--- src/rtl/conv_pkg.sv ---
// conv_pkg: shared types and helpers for the streaming convolution engine.
// Used by conv2d_stream and its line buffers.
package conv_pkg;

  typedef enum logic [1:0] {
    IDLE,
    LOAD,
    STREAM,
    DRAIN
  } state_e;

  function automatic int min_acc_w(
    input int data_w,
    input int coef_w,
    input int k
  );
    return data_w + coef_w + 2 * $clog2(k) + 1;
  endfunction

  // Clamp a signed value into the unsigned range [0, 2^dw-1].
  function automatic logic [63:0] sat_u(
    input logic signed [63:0] v,
    input int dw
  );
    logic signed [63:0] mx;
    mx = (64'sd1 <<< dw) - 64'sd1;
    if (v < 64'sd0) return '0;
    if (v > mx) return mx;
    return v;
  endfunction

endpackage

--- src/rtl/conv2d_line_buf.sv ---
// conv2d_line_buf: circular line delay of runtime length len.
// dout is the sample written len enabled cycles earlier.
module conv2d_line_buf
  import conv_pkg::*;
#(
  parameter int DATA_W    = 8,
  parameter int MAX_IMG_W = 128,
  parameter int DIM_W     = 8
) (
  input  logic              clk,
  input  logic              reset,
  input  logic              clr,
  input  logic              en,
  input  logic [DIM_W-1:0]  len,
  input  logic [DATA_W-1:0] din,
  output logic [DATA_W-1:0] dout
);

  localparam int AW = $clog2(MAX_IMG_W);

  logic [DATA_W-1:0] mem [MAX_IMG_W];
  logic [AW-1:0]     ptr_q, ptr_d;
  logic              wrap;

  assign wrap = (32'(ptr_q) + 32'd1) >= 32'(len);
  assign dout = mem[ptr_q];

  always_comb begin
    ptr_d = ptr_q;
    if (clr) begin
      ptr_d = '0;
    end else if (en) begin
      ptr_d = wrap ? '0 : ptr_q + AW'(1);
    end
  end

  always_ff @(posedge clk) begin
    if (reset) begin
      ptr_q <= '0;
    end else begin
      ptr_q <= ptr_d;
    end
  end

  always_ff @(posedge clk) begin
    if (en) begin
      mem[ptr_q] <= din;
    end
  end

endmodule

--- src/rtl/conv2d_stream.sv ---
// conv2d_stream: streaming KxK convolution over a raster pixel stream.
// Kernel load, line-buffered window, 3-stage multiply/add/saturate pipe.
module conv2d_stream
  import conv_pkg::*;
#(
  parameter int DATA_W      = 8,
  parameter int COEF_W      = 8,
  parameter int ACC_W       = 32,
  parameter int KERNEL_SIZE = 3,
  parameter int MAX_IMG_W   = 128,
  parameter int DIM_W       = 8
) (
  input  logic              clk,
  input  logic              reset,
  input  logic              start,
  input  logic [DIM_W-1:0]  cfg_img_w,
  input  logic [DIM_W-1:0]  cfg_img_h,
  input  logic [4:0]        cfg_shift,
  output logic              busy,
  output logic              done,
  output logic              cfg_err,
  input  logic              kern_valid,
  input  logic [COEF_W-1:0] kern_data,
  output logic              kern_ready,
  input  logic              pix_valid,
  input  logic [DATA_W-1:0] pix_data,
  output logic              pix_ready,
  output logic              out_valid,
  output logic [DATA_W-1:0] out_data,
  input  logic              out_ready
);

  localparam int K  = KERNEL_SIZE;
  localparam int KK = K * K;
  localparam int KW = $clog2(KK);
  localparam int PW = DATA_W + COEF_W + 1;
  localparam logic [DIM_W-1:0] ONE = DIM_W'(1);

  state_e state_q, state_d;

  logic [DIM_W-1:0] w_q, w_d;
  logic [DIM_W-1:0] h_q, h_d;
  logic [DIM_W-1:0] col_q, col_d;
  logic [DIM_W-1:0] row_q, row_d;
  logic [4:0]       shift_q, shift_d;
  logic [KW-1:0]    kidx_q, kidx_d;
  logic             cfg_err_q, cfg_err_d;

  logic signed [COEF_W-1:0] coef_q [KK];
  logic signed [COEF_W-1:0] coef_d [KK];

  logic [DATA_W-1:0] win_q [K][K];
  logic [DATA_W-1:0] win_d [K][K];
  logic [DATA_W-1:0] tap [K];
  logic [DATA_W-1:0] lb_out [K-1];

  logic signed [PW-1:0]    prod_q [KK];
  logic signed [PW-1:0]    prod_d [KK];
  logic signed [ACC_W-1:0] sum_q, sum_d;

  logic v1_q, v1_d;
  logic v2_q, v2_d;
  logic v3_q, v3_d;
  logic [DATA_W-1:0] out_q, out_d;

  logic stall;
  logic en;
  logic legal;
  logic start_ok;
  logic kern_fire;
  logic pix_fire;
  logic row_end;
  logic last_pix;
  logic win_ok;
  logic drained;

  assign stall     = v3_q && !out_ready;
  assign en        = !stall;
  assign kern_ready = (state_q == LOAD);
  assign pix_ready = (state_q == STREAM) && !stall;
  assign kern_fire = kern_valid && kern_ready;
  assign pix_fire  = pix_valid && pix_ready;

  assign legal = (32'(cfg_img_w) >= K)
              && (32'(cfg_img_w) <= MAX_IMG_W)
              && (32'(cfg_img_h) >= K);
  assign start_ok = (state_q == IDLE) && start && legal;

  assign row_end  = (col_q == w_q - ONE);
  assign last_pix = row_end && (row_q == h_q - ONE);
  assign win_ok   = (32'(row_q) >= K - 1) && (32'(col_q) >= K - 1);
  assign drained  = !v1_q && !v2_q && (!v3_q || out_ready);

  assign busy      = (state_q != IDLE);
  assign cfg_err   = cfg_err_q;
  assign out_valid = v3_q;
  assign out_data  = out_q;

  for (genvar m = 0; m < K - 1; m++) begin : g_lb
    logic [DATA_W-1:0] din;
    if (m == 0) begin : g_first
      assign din = pix_data;
    end else begin : g_chain
      assign din = lb_out[m-1];
    end
    conv2d_line_buf #(
      .DATA_W    (DATA_W),
      .MAX_IMG_W (MAX_IMG_W),
      .DIM_W     (DIM_W)
    ) u_lb (
      .clk   (clk),
      .reset (reset),
      .clr   (start_ok),
      .en    (pix_fire),
      .len   (w_q),
      .din   (din),
      .dout  (lb_out[m])
    );
  end

  // Column of taps: bottom row is the live pixel, rows above come from
  // progressively older lines.
  always_comb begin
    tap[K-1] = pix_data;
    for (int m = 1; m < K; m++) begin
      tap[K-1-m] = lb_out[m-1];
    end
  end

  always_comb begin
    state_d   = state_q;
    w_d       = w_q;
    h_d       = h_q;
    shift_d   = shift_q;
    col_d     = col_q;
    row_d     = row_q;
    kidx_d    = kidx_q;
    cfg_err_d = cfg_err_q;
    coef_d    = coef_q;
    done      = 1'b0;
    case (state_q)
      IDLE: begin
        if (start) begin
          if (legal) begin
            state_d   = LOAD;
            w_d       = cfg_img_w;
            h_d       = cfg_img_h;
            shift_d   = cfg_shift;
            col_d     = '0;
            row_d     = '0;
            kidx_d    = '0;
            cfg_err_d = 1'b0;
          end else begin
            cfg_err_d = 1'b1;
          end
        end
      end
      LOAD: begin
        if (kern_fire) begin
          coef_d[kidx_q] = kern_data;
          kidx_d = kidx_q + KW'(1);
          if (32'(kidx_q) == KK - 1) state_d = STREAM;
        end
      end
      STREAM: begin
        if (pix_fire) begin
          if (row_end) begin
            col_d = '0;
            row_d = row_q + ONE;
          end else begin
            col_d = col_q + ONE;
          end
          if (last_pix) state_d = DRAIN;
        end
      end
      DRAIN: begin
        if (drained) begin
          done    = 1'b1;
          state_d = IDLE;
        end
      end
      default: state_d = IDLE;
    endcase
  end

  always_ff @(posedge clk) begin
    if (reset) begin
      state_q   <= IDLE;
      w_q       <= '0;
      h_q       <= '0;
      shift_q   <= '0;
      col_q     <= '0;
      row_q     <= '0;
      kidx_q    <= '0;
      cfg_err_q <= 1'b0;
    end else begin
      state_q   <= state_d;
      w_q       <= w_d;
      h_q       <= h_d;
      shift_q   <= shift_d;
      col_q     <= col_d;
      row_q     <= row_d;
      kidx_q    <= kidx_d;
      cfg_err_q <= cfg_err_d;
    end
  end

  // Stage 1 multiplies the window as it will look after this pixel lands.
  always_comb begin
    win_d = win_q;
    if (pix_fire) begin
      for (int i = 0; i < K; i++) begin
        for (int j = 0; j < K - 1; j++) begin
          win_d[i][j] = win_q[i][j+1];
        end
        win_d[i][K-1] = tap[i];
      end
    end
    for (int i = 0; i < K; i++) begin
      for (int j = 0; j < K; j++) begin
        prod_d[i*K+j] = PW'($signed({1'b0, win_d[i][j]}))
                      * PW'(coef_q[i*K+j]);
      end
    end
    sum_d = '0;
    for (int n = 0; n < KK; n++) begin
      sum_d = sum_d + ACC_W'(prod_q[n]);
    end
    v1_d  = pix_fire && win_ok;
    v2_d  = v1_q;
    v3_d  = v2_q;
    out_d = v2_q
          ? DATA_W'(sat_u(64'(sum_q >>> shift_q), DATA_W))
          : out_q;
  end

  always_ff @(posedge clk) begin
    if (reset) begin
      v1_q  <= 1'b0;
      v2_q  <= 1'b0;
      v3_q  <= 1'b0;
      out_q <= '0;
    end else if (en) begin
      v1_q  <= v1_d;
      v2_q  <= v2_d;
      v3_q  <= v3_d;
      out_q <= out_d;
    end
  end

  always_ff @(posedge clk) begin
    coef_q <= coef_d;
    win_q  <= win_d;
    if (en) begin
      prod_q <= prod_d;
      sum_q  <= sum_d;
    end
  end

endmodule
--- config.mk ---
export PLATFORM = sky130hd
export DESIGN_NAME = conv2d_stream
export DESIGN_NICKNAME = d
export VERILOG_FILES = /design/src/rtl/conv_pkg.sv /design/src/rtl/conv2d_line_buf.sv /design/src/rtl/conv2d_stream.sv
export SDC_FILE = /design/constraint.sdc
export NUM_CORES = 2
export LEC_CHECK = 0
export BUFFER_PORTS_ARGS = -buffer_cell sky130_fd_sc_hd__buf_2
export CORE_MARGIN = 2
export CORE_UTILIZATION = 39
export CTS_CLUSTER_DIAMETER = 150
export DETAILED_ROUTE_END_ITERATION = 8
export HOLD_SLACK_MARGIN = 0.05
export PLACE_DENSITY_LB_ADDON = 0.25
export SLEW_MARGIN = 20
export SYNTH_ARGS = -nofsm -noshare
export SYNTH_HDL_FRONTEND = slang
export SYNTH_SLANG_ARGS = --single-unit
--- constraint.sdc ---
create_clock -name clk -period 13.9 [get_ports clk]
set_input_delay 2.085 -clock clk [delete_from_list [all_inputs] [get_ports clk]]
set_output_delay 2.085 -clock clk [all_outputs]
set_load 0.01 [all_outputs]
# Yosys cells after proc, flatten, opt, wreduce, memory -nomap -nowiden
# Memory sizes are Yosys's and may differ from the RTL's. A register that Yosys moved wholly into a read port is not among the register bits.
# Index checks and enable logic that the tools add are counted.
# totals
inputBits,43
latchBits,0
out_inout_bits,14
elab_cells,173
mem_bits_ro,0
regBits,391
ram_bits,2048
mem_count,2
# op_classes
multipliers,9
shift,1
n_mux,42
bitwise_logic,2
addsub,17
eq_ne,14
reduce_logical,33
div_mod_pow,0
magnitude_cmp,11
# memory_table
memory,depth,word_bits,rd,rd_clocked_by_memory_dff,write_ports,line_no,text
g_lb[0].u_lb.mem,128,8,1,1,1,conv2d_line_buf.sv:21,logic [DATA_W-1:0] mem [MAX_IMG_W];
g_lb[1].u_lb.mem,128,8,1,1,1,conv2d_line_buf.sv:21,
# op_table
cell,count
multiplier 9 x 8 -> 17 bit,9
two-way mux 8 bit,11
bitwise mux 72 bit,1
two-way mux 72 bit,1
>= comparator 32 x 8 -> 1 bit,2
"> comparator 64 x 9 -> 1 bit, second input constant",1
"< comparator 64 x 1 -> 1 bit, second input constant",1
>>> shifter 25 x 5 -> 64 bit,1
two-way mux 7 bit,6
demux 8 bit (select 4 bit),1
">= comparator 8 x 2 -> 1 bit, second input constant",4
case mux 8 bit (2 select lines),2
adder 24 x 17 -> 25 bit,1
adder 23 x 17 -> 24 bit,1
adder 22 x 17 -> 23 bit,1
adder 21 x 17 -> 22 bit,1
adder 20 x 17 -> 21 bit,1
adder 19 x 17 -> 20 bit,1
adder 18 x 17 -> 19 bit,1
adder 17 x 17 -> 18 bit,1
"adder 7 x 1 -> 8 bit, second input constant",2
"adder 8 x 1 -> 8 bit, second input constant",2
== test 8 bit,2
"subtractor 8 x 1 -> 8 bit, second input constant",2
other kinds (28),73

# Longest topological paths before layout
# depth
ltp_word,8
ltp_mapped,30
mapped_depth_nobuf,26

# Hierarchy
# A second synthesis with hierarchy kept.
# hier_totals
hier_cells,7679
hier_area_um2,117724.2
# modules_own_cells
module,cells_per_inst,instances,area_per_inst_um2,seq_area_each_um2
conv2d_line_buf,2007,2,40282.4,31029.8
conv2d_stream,3665,1,37159.4,10049.6

# Worst setup path before layout
# OpenSTA, ideal clock, no wires.
# synth_path
path_kind,input port to flip-flop
start,input out_ready
end,"register prod_q[118] in the netlist's numbering, data pin"
path_buffers,2
path_stages,24
path_slack_ns,1.582
arrival_ns,12.052
required_ns,13.634
cell_sequence,and2b_1 clkinv_1 and3_1 clkbuf_1 and3_1 clkbuf_1 a32o_1 a2111o_1 or2_2 fa_1 fa_1 inv_1 fa_1 inv_1 fa_1 inv_1 ha_1 o21a_1 nor2_1 o21bai_1 a31oi_1 o21ai_0 o41ai_1 xnor2_1
# synth_rtl
element,line_no,text
"start, declared",conv2d_stream.sv:30,input logic out_ready
"end signal, assigned",conv2d_stream.sv:255,prod_q <= prod_d;
"end, declared",conv2d_stream.sv:57,logic signed [PW-1:0] prod_q [KK];

==> flow_summary.json <==
{
  "status": "complete, no violations",
  "synthDistinctLibCells": 71,
  "pwr-share-seq_pct": 30.2,
  "ys_async_sr_fraction_pct": 0,
  "seq_area_frac_synth_pct": 61.3,
  "core_area_sq_um": 300000,
  "yosys.cell_count.top_type": "edfxtp_1",
  "irDropWorstVdd_uv": 964,
  "synth_edf_count": 2298,
  "pwr-share-clk_pct": 22.0,
  "setup_viol_count_final": 0,
  "die_y_um": 553,
  "clk_latency_ps": 880,
  "drive_above_1_share_pct": 16.9,
  "nets": 8312,
  "power_density_nw_per_um2": 245,
  "yosysTopAreaCellShare_pct": 58.7,
  "numCtsBuffers": 274,
  "fp.dieW_um": 553,
  "cts_root_buffer": "clkbuf_16",
  "required_ps": 14450,
  "timing.final.crit_share_pct": 66.0,
  "fin_cells": 11500,
  "cts_tree": "built",
  "drt-initial-drc-count": 5516,
  "cts_num_sinks": 2453,
  "finalWirelength_um": 285000,
  "synth.area.top_cells": "edfxtp_1 59%, mux4_2 12%, fa_1 7.7%",
  "grt_use_total_pct": 18.7,
  "intPower_w": 0.0199,
  "r2r_cells": 25,
  "ys.flop_type": "edfxtp_1",
  "drv_cap": 0,
  "syn_inst": 7196,
  "worstSetupEndpointType": "register",
  "hold_path_depth": 2,
  "antenna_left": 0,
  "crit_type": "reg2reg",
  "dr.pass1.iters": 5,
  "ys_ff_latch": 2453,
  "relSlewSlack_pct": 25.1,
  "cts_resized": 0,
  "routed_via_density": 5.35,
  "avgRoutedWirePerCell_um": 24.7,
  "hold_slack_ps": 455,
  "tightest_slew_ps": 1120,
  "htreeDepth": 5,
  "synthTopCellsByCount": "2298 x edfxtp_1, 674 x inv_1, 630 x mux4_2, 501 x nand2_1, 455 x fa_1",
  "critPathMaxFanout": 79,
  "tns_ps": 0,
  "grt_setup_unrepaired": "no",
  "fmax_mhz": 109,
  "cts.hold.buffers_added": 0,
  "dieArea_sq_um": 306000,
  "p_sw_share_pct": 37.9,
  "final.min_clock_period_ps": 9180,
  "synth_top_area_cell": "edfxtp_1",
  "hp-class": "reg2reg",
  "synthToLayoutAreaGrowth_pct": 11.6,
  "route.detailed.drc": 0,
  "antenna_found_initial": 12,
  "syn-cell-area_sq_um": 118000,
  "p_comb_share_pct": 47.8,
  "post_cts_buffers": 0,
  "hold_viol": 0,
  "final_max_slew_viol_count": 0,
  "io_pins": 57,
  "start_util_pct": 39.2,
  "regArea_sq_um": 72100,
  "critPathLaunchType": "register",
  "hpwl_um": 188000,
  "clock_path_buffers": 4,
  "synth_nets": 8135,
  "rows": 201,
  "grt_first_pass_wirelength_um": 428000,
  "p_leak_nw": 45.7,
  "grt_max_degree": 129,
  "synth.avg_cell_area_sq_um": 16.3,
  "placed_cells": 11100,
  "multi_input_area_sq_um": 41900,
  "numPortBuffers": 56,
  "p_switching_w": 0.0122,
  "skew_ps": 95.8,
  "worstPathArrival_ps": 9730,
  "grt_overflow_total": 0,
  "grt_pass1_vias": 63800,
  "nFillCells": 26200,
  "clkTransAtPathRegs_ps": 60,
  "synth_warnings": 0,
  "place.gp.congestion": 0.846,
  "vias": 61800
}
## per-layer routing
| metal | up-vias | wire length (um) | global-route usage [%] |
|---|---|---|---|
| li1 | 27100 | - | - |
| met1 | 32500 | 123000 | 26.0 |
| met2 | 1766 | 139000 | 30.5 |
| met3 | 385 | 16200 | 2.88 |
| met4 | 2 | 7230 | 4.97 |
| met5 | - | 8 | 0 |
## sequential cells by signal, indices dropped and copies added, names as in the netlist, named ones only
| signal | count |
|---|---|
| v2_q | 1 |
| col_q | 8 |
| g_lb.u_lb.ptr_q | 14 |
| win_q | 72 |
| row_q | 8 |
| prod_q | 153 |
| v1_q | 1 |
| g_lb.u_lb.mem | 2048 |
| cfg_err | 1 |
| out_valid | 1 |
| kidx_q | 4 |
| state_q | 2 |
| shift_q | 5 |
| w_q | 8 |
| coef_q | 72 |
| sum_q | 25 |
| h_q | 8 |
| out_data | 8 |
## layout by cell type, fill, tap and decap left out, types with 70 or more instances in the layout
cell       synthesis  final
fa_1             455    455
nand2_1          501    496
mux2i_1          110    110
nor2_1           453    452
dfxtp_1          155    144
clkbuf_16          0    281
nand3_1           74     70
xnor2_1          115    115
ha_1             441    441
mux4_2           630    630
and2_1           178    178
buf_4             27    102
edfxtp_1        2298   2298
inv_1            674    674
nor2b_1          117    117
a21oi_1          126    126
## area by class of cell
class	count	share of cell area [%]
clock buffers	339	5.57
flip-flops and latches	2453	54.9
diodes	4	0.00762
clock inverters	142	0.999
multi-input cells	3810	31.9
repair buffers	157	0.873
inverters	677	1.94
well taps	3958	3.77
## worst max-delay path, stage by stage, from the launching register on
cell and delay, ps:
dfxtp_4 810, buf_12 610, mux4_2 620, mux4_2 530
a22o_1 320, a221oi_1 820, nand3_4 160, buf_4 360
mux2i_4 380, nor2b_1 110, fa_1 550, inv_1 50
fa_1 480, inv_1 70, fa_1 540, inv_1 60
fa_1 530, inv_1 40, ha_1 320, o21a_1 120
nor2_1 160, o21bai_1 110, a31o_2 270, a41o_1 250
o41ai_1 320, xnor2_1 110
## final timing paths
| path | end | slack, ps | start |
|---|---|---|---|
| hold reg to reg | out_data[7] | 460 | out_data[7] |
| hold / removal | out_data[7] | 460 | out_data[7] |
| setup reg to reg | prod_q[67] | 4720 | register |
| setup / recovery | prod_q[67] | 4720 | register |
## stage by stage
stage	area (sq um)	setup slack, ps	total power, W	utilization [%]
floorplan	118000	1580	0.0211	-
global placement	123000	4780	0.0252	40.9
detailed placement	123000	4660	0.0253	40.9
CTS	131000	4730	0.0325	43.7
global route	131000	4420	0.0348	43.8
finish	131000	4720	0.0321	43.8
## power groups by stage
stage	clock (W)	sequential, W	combinational [W]
6_report	0.00706	0.00972	0.0154
4_1_cts	0.00721	0.00972	0.0156
5_1_grt	0.00749	0.00976	0.0175
3_5_place_dp	0	0.00988	0.0155
3_3_place_gp	0	0.00987	0.0154
2_1_floorplan	0	0.00971	0.0114
## cell families (layout without fill, tap and decap cells)
family	count (synthesis)	count (layout)	share of synthesized area, %
compound gates	421	421	2.36
other cells	0	4	0
buf+inv	933	1315	3.17
fa+ha+maj	896	896	12.4
mux	764	764	13.3
xor+xnor	165	165	1.23
flops	2453	2453	61.3
simple gates	1564	1564	6.19
(Power assumes the default switching activity.)
